**src/rtl/kbd_pkg.sv**
```systemverilog
// ---------------------------------------------------------------------------
// kbd_pkg
// Shared types and default geometry for the matrix keyboard scanner.
//   KBD_NROWS / KBD_NCOLS : default matrix size
//   key_code_t            : key code, row*NCOLS+col
//   kbd_frame_t           : one bit per key for a full matrix snapshot
//   kbd_state_t           : scanner FSM states
// ---------------------------------------------------------------------------
package kbd_pkg;
   localparam int KBD_NROWS = 4;
   localparam int KBD_NCOLS = 4;
   localparam int KBD_NKEYS = KBD_NROWS * KBD_NCOLS;
   localparam int KBD_KEY_W = $clog2(KBD_NKEYS);

   typedef logic [KBD_KEY_W-1:0] key_code_t;
   typedef logic [KBD_NKEYS-1:0] kbd_frame_t;

   typedef enum logic {
      SCAN = 1'b0,
      EVAL = 1'b1
   } kbd_state_t;
endpackage

```
**src/rtl/sync_edge.sv**
```systemverilog
// ---------------------------------------------------------------------------
// sync_edge
// Two-flop synchronizers for an edge-detected async strobe plus a bus of
// async level signals.
//   i_clk, i_rst_n  : system clock, async active-low reset
//   i_edge_async    : async strobe whose rising edge produces o_tick
//   i_level_async   : async levels, only synchronized
//   o_level         : synchronized levels (reset to LEVEL_RST)
//   o_tick          : 1-cycle pulse, registered, 3 clocks after the strobe rises
// ---------------------------------------------------------------------------
module sync_edge #(
   parameter int               WIDTH     = 1,
   parameter logic [WIDTH-1:0] LEVEL_RST = '0
) (
   input  logic             i_clk,
   input  logic             i_rst_n,
   input  logic             i_edge_async,
   input  logic [WIDTH-1:0] i_level_async,
   output logic [WIDTH-1:0] o_level,
   output logic             o_tick
);
   logic             r_edge_ff1;
   logic             r_edge_ff2;
   logic             r_edge_prev;
   logic             r_tick;
   logic [WIDTH-1:0] r_lvl_ff1;
   logic [WIDTH-1:0] r_lvl_ff2;

   always_ff @(posedge i_clk or negedge i_rst_n) begin
      if (!i_rst_n) begin
         r_edge_ff1  <= 1'b0;
         r_edge_ff2  <= 1'b0;
         r_edge_prev <= 1'b0;
         r_tick      <= 1'b0;
         r_lvl_ff1   <= LEVEL_RST;
         r_lvl_ff2   <= LEVEL_RST;
      end else begin
         r_edge_ff1  <= i_edge_async;
         r_edge_ff2  <= r_edge_ff1;
         r_edge_prev <= r_edge_ff2;
         // Registered so the pulse lands exactly 3 clocks after the async edge.
         r_tick      <= r_edge_ff2 & ~r_edge_prev;
         r_lvl_ff1   <= i_level_async;
         r_lvl_ff2   <= r_lvl_ff1;
      end
   end

   assign o_level = r_lvl_ff2;
   assign o_tick  = r_tick;
endmodule

```
**src/rtl/matrix_kbd_scan.sv**
```systemverilog
// ---------------------------------------------------------------------------
// matrix_kbd_scan
// Scans an NROWS x NCOLS passive key matrix, debounces whole-matrix frames
// and reports the lowest-index pressed key.
//   clk_i       : system clock
//   rst_ni      : async active-low reset
//   scan_clk_i  : slow scan strobe; each rising edge steps one column
//   row_i       : raw rows, active-low (low = key closed)
//   col_o       : column drive, active-low one-hot
//   key_o       : committed key code, row*NCOLS+col
//   valid_o     : 1-cycle pulse when a new key code is committed
//   pressed_o   : level, at least one key in the debounced state
// ---------------------------------------------------------------------------
module matrix_kbd_scan
   import kbd_pkg::*;
#(
   parameter int NROWS           = KBD_NROWS,
   parameter int NCOLS           = KBD_NCOLS,
   parameter int DEBOUNCE_FRAMES = 4
) (
   input  logic                             clk_i,
   input  logic                             rst_ni,
   input  logic                             scan_clk_i,
   input  logic [NROWS-1:0]                 row_i,
   output logic [NCOLS-1:0]                 col_o,
   output logic [$clog2(NROWS*NCOLS)-1:0]   key_o,
   output logic                             valid_o,
   output logic                             pressed_o
);
   localparam int NKEYS = NROWS * NCOLS;
   localparam int KEY_W = $clog2(NKEYS);
   localparam int COL_W = $clog2(NCOLS);
   localparam int CNT_W = $clog2(DEBOUNCE_FRAMES + 1);
   localparam logic [COL_W-1:0] LAST_COL = COL_W'(NCOLS - 1);
   localparam logic [CNT_W-1:0] CNT_MAX  = CNT_W'(DEBOUNCE_FRAMES);

   logic             w_tick;
   logic [NROWS-1:0] w_row_sync;

   kbd_state_t       r_state;
   kbd_state_t       w_state_next;
   logic             w_scan_en;
   logic             w_eval_en;

   logic [COL_W-1:0] r_col;
   logic [NKEYS-1:0] r_cur_frame;
   logic [NKEYS-1:0] w_cur_frame_next;
   logic [NKEYS-1:0] r_last_frame;
   logic [NKEYS-1:0] r_stable;
   logic [CNT_W-1:0] r_cnt;
   logic [CNT_W-1:0] w_cnt_next;
   logic             w_commit;
   logic             r_commit;
   logic [KEY_W-1:0] w_code;

   logic [KEY_W-1:0] r_key;
   logic             r_valid;
   logic             r_pressed;

   // Rows idle high, so their synchronizer resets to "no key".
   sync_edge #(
      .WIDTH     (NROWS),
      .LEVEL_RST ('1)
   ) u_sync (
      .i_clk         (clk_i),
      .i_rst_n       (rst_ni),
      .i_edge_async  (scan_clk_i),
      .i_level_async (row_i),
      .o_level       (w_row_sync),
      .o_tick        (w_tick)
   );

   // ---------------- FSM: state register ----------------
   always_ff @(posedge clk_i or negedge rst_ni) begin
      if (!rst_ni) r_state <= SCAN;
      else         r_state <= w_state_next;
   end

   // ---------------- FSM: next state ----------------
   always_comb begin
      w_state_next = r_state;
      case (r_state)
         SCAN: if (w_tick && (r_col == LAST_COL)) w_state_next = EVAL;
         EVAL: w_state_next = SCAN;
         default: w_state_next = SCAN;
      endcase
   end

   // ---------------- FSM: outputs ----------------
   always_comb begin
      w_scan_en = (r_state == SCAN) && w_tick;
      w_eval_en = (r_state == EVAL);
   end

   // Current column's bits take the inverted (active-high) row levels.
   always_comb begin
      w_cur_frame_next = r_cur_frame;
      for (int k = 0; k < NKEYS; k++) begin
         if (COL_W'(k % NCOLS) == r_col) w_cur_frame_next[k] = ~w_row_sync[k / NCOLS];
      end
   end

   // Debounce count after this EVAL; a differing frame restarts at 1.
   always_comb begin
      if (r_cur_frame != r_last_frame) w_cnt_next = CNT_W'(1);
      else if (r_cnt == CNT_MAX)       w_cnt_next = CNT_MAX;
      else                             w_cnt_next = r_cnt + CNT_W'(1);
      w_commit = (w_cnt_next == CNT_MAX);
   end

   // Lowest set index wins: scan downward so the last hit is the lowest.
   always_comb begin
      w_code = '0;
      for (int k = NKEYS - 1; k >= 0; k--) begin
         if (r_stable[k]) w_code = KEY_W'(k);
      end
   end

   // Scan / debounce datapath.
   always_ff @(posedge clk_i or negedge rst_ni) begin
      if (!rst_ni) begin
         r_col        <= '0;
         r_cur_frame  <= '0;
         r_last_frame <= '0;
         r_stable     <= '0;
         r_cnt        <= '0;
         r_commit     <= 1'b0;
      end else begin
         r_commit <= 1'b0;
         if (w_scan_en) begin
            r_cur_frame <= w_cur_frame_next;
            r_col       <= (r_col == LAST_COL) ? '0 : r_col + COL_W'(1);
         end
         if (w_eval_en) begin
            // After EVAL last_frame always equals cur_frame, changed or not.
            r_last_frame <= r_cur_frame;
            r_cnt        <= w_cnt_next;
            if (w_commit) begin
               r_stable <= r_cur_frame;
               r_commit <= 1'b1;
            end
         end
      end
   end

   // Output update, one cycle after a commit.
   always_ff @(posedge clk_i or negedge rst_ni) begin
      if (!rst_ni) begin
         r_key     <= '0;
         r_valid   <= 1'b0;
         r_pressed <= 1'b0;
      end else begin
         r_valid <= 1'b0;
         if (r_commit) begin
            r_pressed <= |r_stable;
            if (|r_stable) begin
               r_key   <= w_code;
               r_valid <= !r_pressed || (w_code != r_key);
            end
         end
      end
   end

   always_comb begin
      col_o        = '1;
      col_o[r_col] = 1'b0;
   end

   assign key_o     = r_key;
   assign valid_o   = r_valid;
   assign pressed_o = r_pressed;
endmodule

```
**config.mk**
```make
export PLATFORM = sky130hd
export DESIGN_NAME = matrix_kbd_scan
export DESIGN_NICKNAME = d
export VERILOG_FILES = /design/src/rtl/kbd_pkg.sv /design/src/rtl/sync_edge.sv /design/src/rtl/matrix_kbd_scan.sv
export SDC_FILE = /design/constraint.sdc
export NUM_CORES = 1
export LEC_CHECK = 0
export CAP_MARGIN = 25
export CORE_ASPECT_RATIO = 0.5
export CORE_MARGIN = 2
export CORE_UTILIZATION = 63
export CTS_CLUSTER_DIAMETER = 60
export DETAILED_ROUTE_END_ITERATION = 10
export PLACE_DENSITY = 0.9
export SYNTH_ARGS = -nofsm -noshare
export SYNTH_HDL_FRONTEND = slang
export SYNTH_SLANG_ARGS = --single-unit
```
**constraint.sdc**
```tcl
create_clock -name clk_i -period 5.8 [get_ports clk_i]
set_clock_uncertainty 0.15 [all_clocks]
set_input_delay 0.87 -clock clk_i [delete_from_list [all_inputs] [get_ports clk_i]]
set_output_delay 0.87 -clock clk_i [all_outputs]
set_load 0.02 [all_outputs]
```
==> flow_summary.json <==
{
  "wl_met2_um": 2720,
  "grt_pass1_wl_um": 9960,
  "ys.flop_type": "dfrtp_1",
  "grt_max_degree": 74,
  "rsz0062_at_grt": "no",
  "layout_min_cycle_time_ns": 2.71,
  "hold_buffers": 0,
  "status": "finished clean",
  "tightestPinTransition_ns": 0.888,
  "syn_area_um2": 3100,
  "grt_antenna_before_repair": 0,
  "numCtsBuffers": 9,
  "wl_met1_um": 2820,
  "grt_pass1_vias": 2009,
  "avgViaCountPerCell": 5.64,
  "yosysSeqAreaShare_pct": 59.3,
  "antenna_left": 0,
  "p_int_uw": 994,
  "place_congestion": 0.803,
  "relSlewSlack_pct": 40.2,
  "rows": 17,
  "postSynthCellCount": 254,
  "avgSynthCellArea_um2": 12.2,
  "synth-edff-count": 0,
  "area_growth_pct": 13.5,
  "critPathArrivalTime_ns": 1.69,
  "fin_nets": 291,
  "drive_gt1_share_pct": 21.2,
  "core_um2": 4550,
  "cp_max_fo": 4,
  "dr.pass1.iters": 4,
  "die_area_um2": 5530,
  "ctsRootBufferMaster": "clkbuf_8",
  "routedWlPerCell_um": 17.1,
  "fp.dieH_um": 53.6,
  "diodes": 0,
  "endpoint_kind": "output pin",
  "p_sw_share_pct": 32.4,
  "initial_core_util_pct": 68.0,
  "path_clk_slew_ns": 0.07,
  "routed-wl-met3_um": 315,
  "fp.dieW_um": 103,
  "clkPwrFrac_pct": 27.3,
  "period_share_pct": 46.7,
  "highest_layer": "met4",
  "hold_viol_final": 0,
  "power_frac_seq_pct": 51.0,
  "grtUsageTotal_pct": 25.3,
  "power.switching_uw": 476,
  "cts_resized": 0,
  "power_uw": 1470,
  "synthArstFlopShare_pct": 100,
  "min_path_type": "flop to flop",
  "drc": 0,
  "port_buffers": 16,
  "cts.htree.levels": 3,
  "yosysWarnings": 0,
  "vias": 1970,
  "grt.overflow.total": 0,
  "hpwl_um": 3960,
  "cts_setup_buffers": 0,
  "drt_iter0_drc": 90,
  "finalSetupTns_ns": 0,
  "critPathKind": "flop to output pin",
  "cts_tree": "yes",
  "slew_viol_final": 0,
  "ios": 17,
  "clock-sinks": 73,
  "power.leakage_uw": 0.00169,
  "yosys_register_bits": 73,
  "clk_latency_ns": 0.35,
  "routed_wl_um": 5980,
  "postSynthNetCount": 267,
  "ir_drop_mv": 0.264,
  "max_freq_mhz": 369,
  "combPwrFrac_pct": 21.7,
  "finalSetupViolCount": 0,
  "clk_path_buf_depth": 2,
  "start_kind": "flop",
  "synthDistinctLibCells": 29,
  "maxCapViolCount": 0,
  "cp.required_ns": 4.78,
  "powerDensity_nw_per_um2": 418
}
Yosys cell counts, types with 2 or more instances:
| library cell | instances | area share [%] |
|---|---|---|
| nor3_1 | 2 | 0.32 |
| nor4_1 | 9 | 1.8 |
| clkbuf_1 | 3 | 0.36 |
| nand2_1 | 32 | 3.9 |
| xnor2_1 | 10 | 2.8 |
| nor2_1 | 8 | 0.97 |
| mux2_4 | 10 | 4.8 |
| nand3_1 | 3 | 0.48 |
| xor2_1 | 10 | 2.8 |
| dfrtp_1 | 65 | 53 |
| inv_1 | 13 | 1.6 |
| nor2b_1 | 4 | 0.81 |
| o21ai_0 | 26 | 4.2 |
| a21oi_1 | 9 | 1.5 |
| dfstp_2 | 8 | 6.8 |
| mux2_2 | 24 | 8.7 |
| ha_1 | 6 | 2.4 |
final timing paths:
kind | from | to | slack (ns) | cells after the start
max reg2reg | r_cur_frame[2]$_DFFE_PN0P_ | r_cnt[2]$_DFFE_PN0P_ | 3.19 | 6
max | r_col[0]$_DFFE_PN0P_ | col_o[2] | 3.09 | 4
min reg2reg | u_sync.r_lvl_ff1[0]$_DFF_PN1_ | u_sync.o_level[0]$_DFF_PN1_ | 0.21 | 0
min | u_sync.r_lvl_ff1[0]$_DFF_PN1_ | u_sync.o_level[0]$_DFF_PN1_ | 0.21 | 0
min in group asynchronous | rst_ni | r_cur_frame[2]$_DFFE_PN0P_ | 0.58 | 2
max in group asynchronous | rst_ni | key_o[0]$_DFFE_PN0P_ | 4.35 | 2
worst max-delay path, cell delays in order (launching register included):
cell and delay (ns):
dfrtp_1 0.38, inv_1 0.10, ha_1 0.22, inv_1 0.06, clkdlybuf4s50_1 0.60
state kept, by name, summed over array words and instances (netlist names), 2 cells and up:
name	flops
r_last_frame	16
u_sync.r_lvl_ff1	4
u_sync.o_level	4
r_cur_frame	16
r_cnt	3
r_stable	16
r_col	2
key_o	4
cells by family (layout without fill, tap and decap cells):
logic type,count (synthesis),in the layout,share of synthesized area [%]
DFF,73,73,59.3
xor gates and xnor gates,20,20,5.66
buffers and inverters,17,46,2.30
muxes,34,34,13.6
and+or+nand+nor,63,63,9.50
adders and majority gates,6,6,2.42
AOI/OAI and AO/OA,41,41,7.23
layout by cell type (no fill, tap or decap), types with 6 or more instances in the layout:
cell,count
o21ai_0,26
a21oi_1,9
dfstp_2,8
nor4_1,9
clkbuf_8,10
inv_1,13
mux2_4,10
nor2_1,8
xnor2_1,10
ha_1,6
xor2_1,10
mux2_2,24
dfrtp_1,65
nand2_1,32
clkdlybuf4s50_1,15
layout make-up:
type,instances,area (um2)
sequential,73,1840
tap,66,82.6
clock inverter,4,51.3
clock buffer,12,145
timing repair buffer,17,163
multi-input combinational,164,1190
inverter,13,48.8
fill,270,1040
metal layers:
layer	track usage, %	vias up
met5	0	-
li1	-	921
met2	40.5	80
met1	33.2	953
met3	9.35	16
met4	7.24	0
power groups by stage:
stage	clock [uW]	sequential (uW)	combinational, uW
3_5_place_dp	0	754	313
5_1_grt	430	764	357
3_3_place_gp	0	744	292
2_1_floorplan	0	710	231
4_1_cts	404	748	322
6_report	401	750	319
through the flow:
step	util, %	setup WS (ns)	instances	cell area [um2]	hold WS [ns]
finish	77.2	3.09	349	3520	0.207
global placement	72.9	3.45	333	3320	0.188
CTS	77.2	3.07	349	3520	0.208
detailed placement	72.9	3.30	333	3320	0.197
global route	77.2	2.95	349	3520	0.211
floorplan	-	3.73	254	3100	0.181
Power figures use the tool's default switching activity.
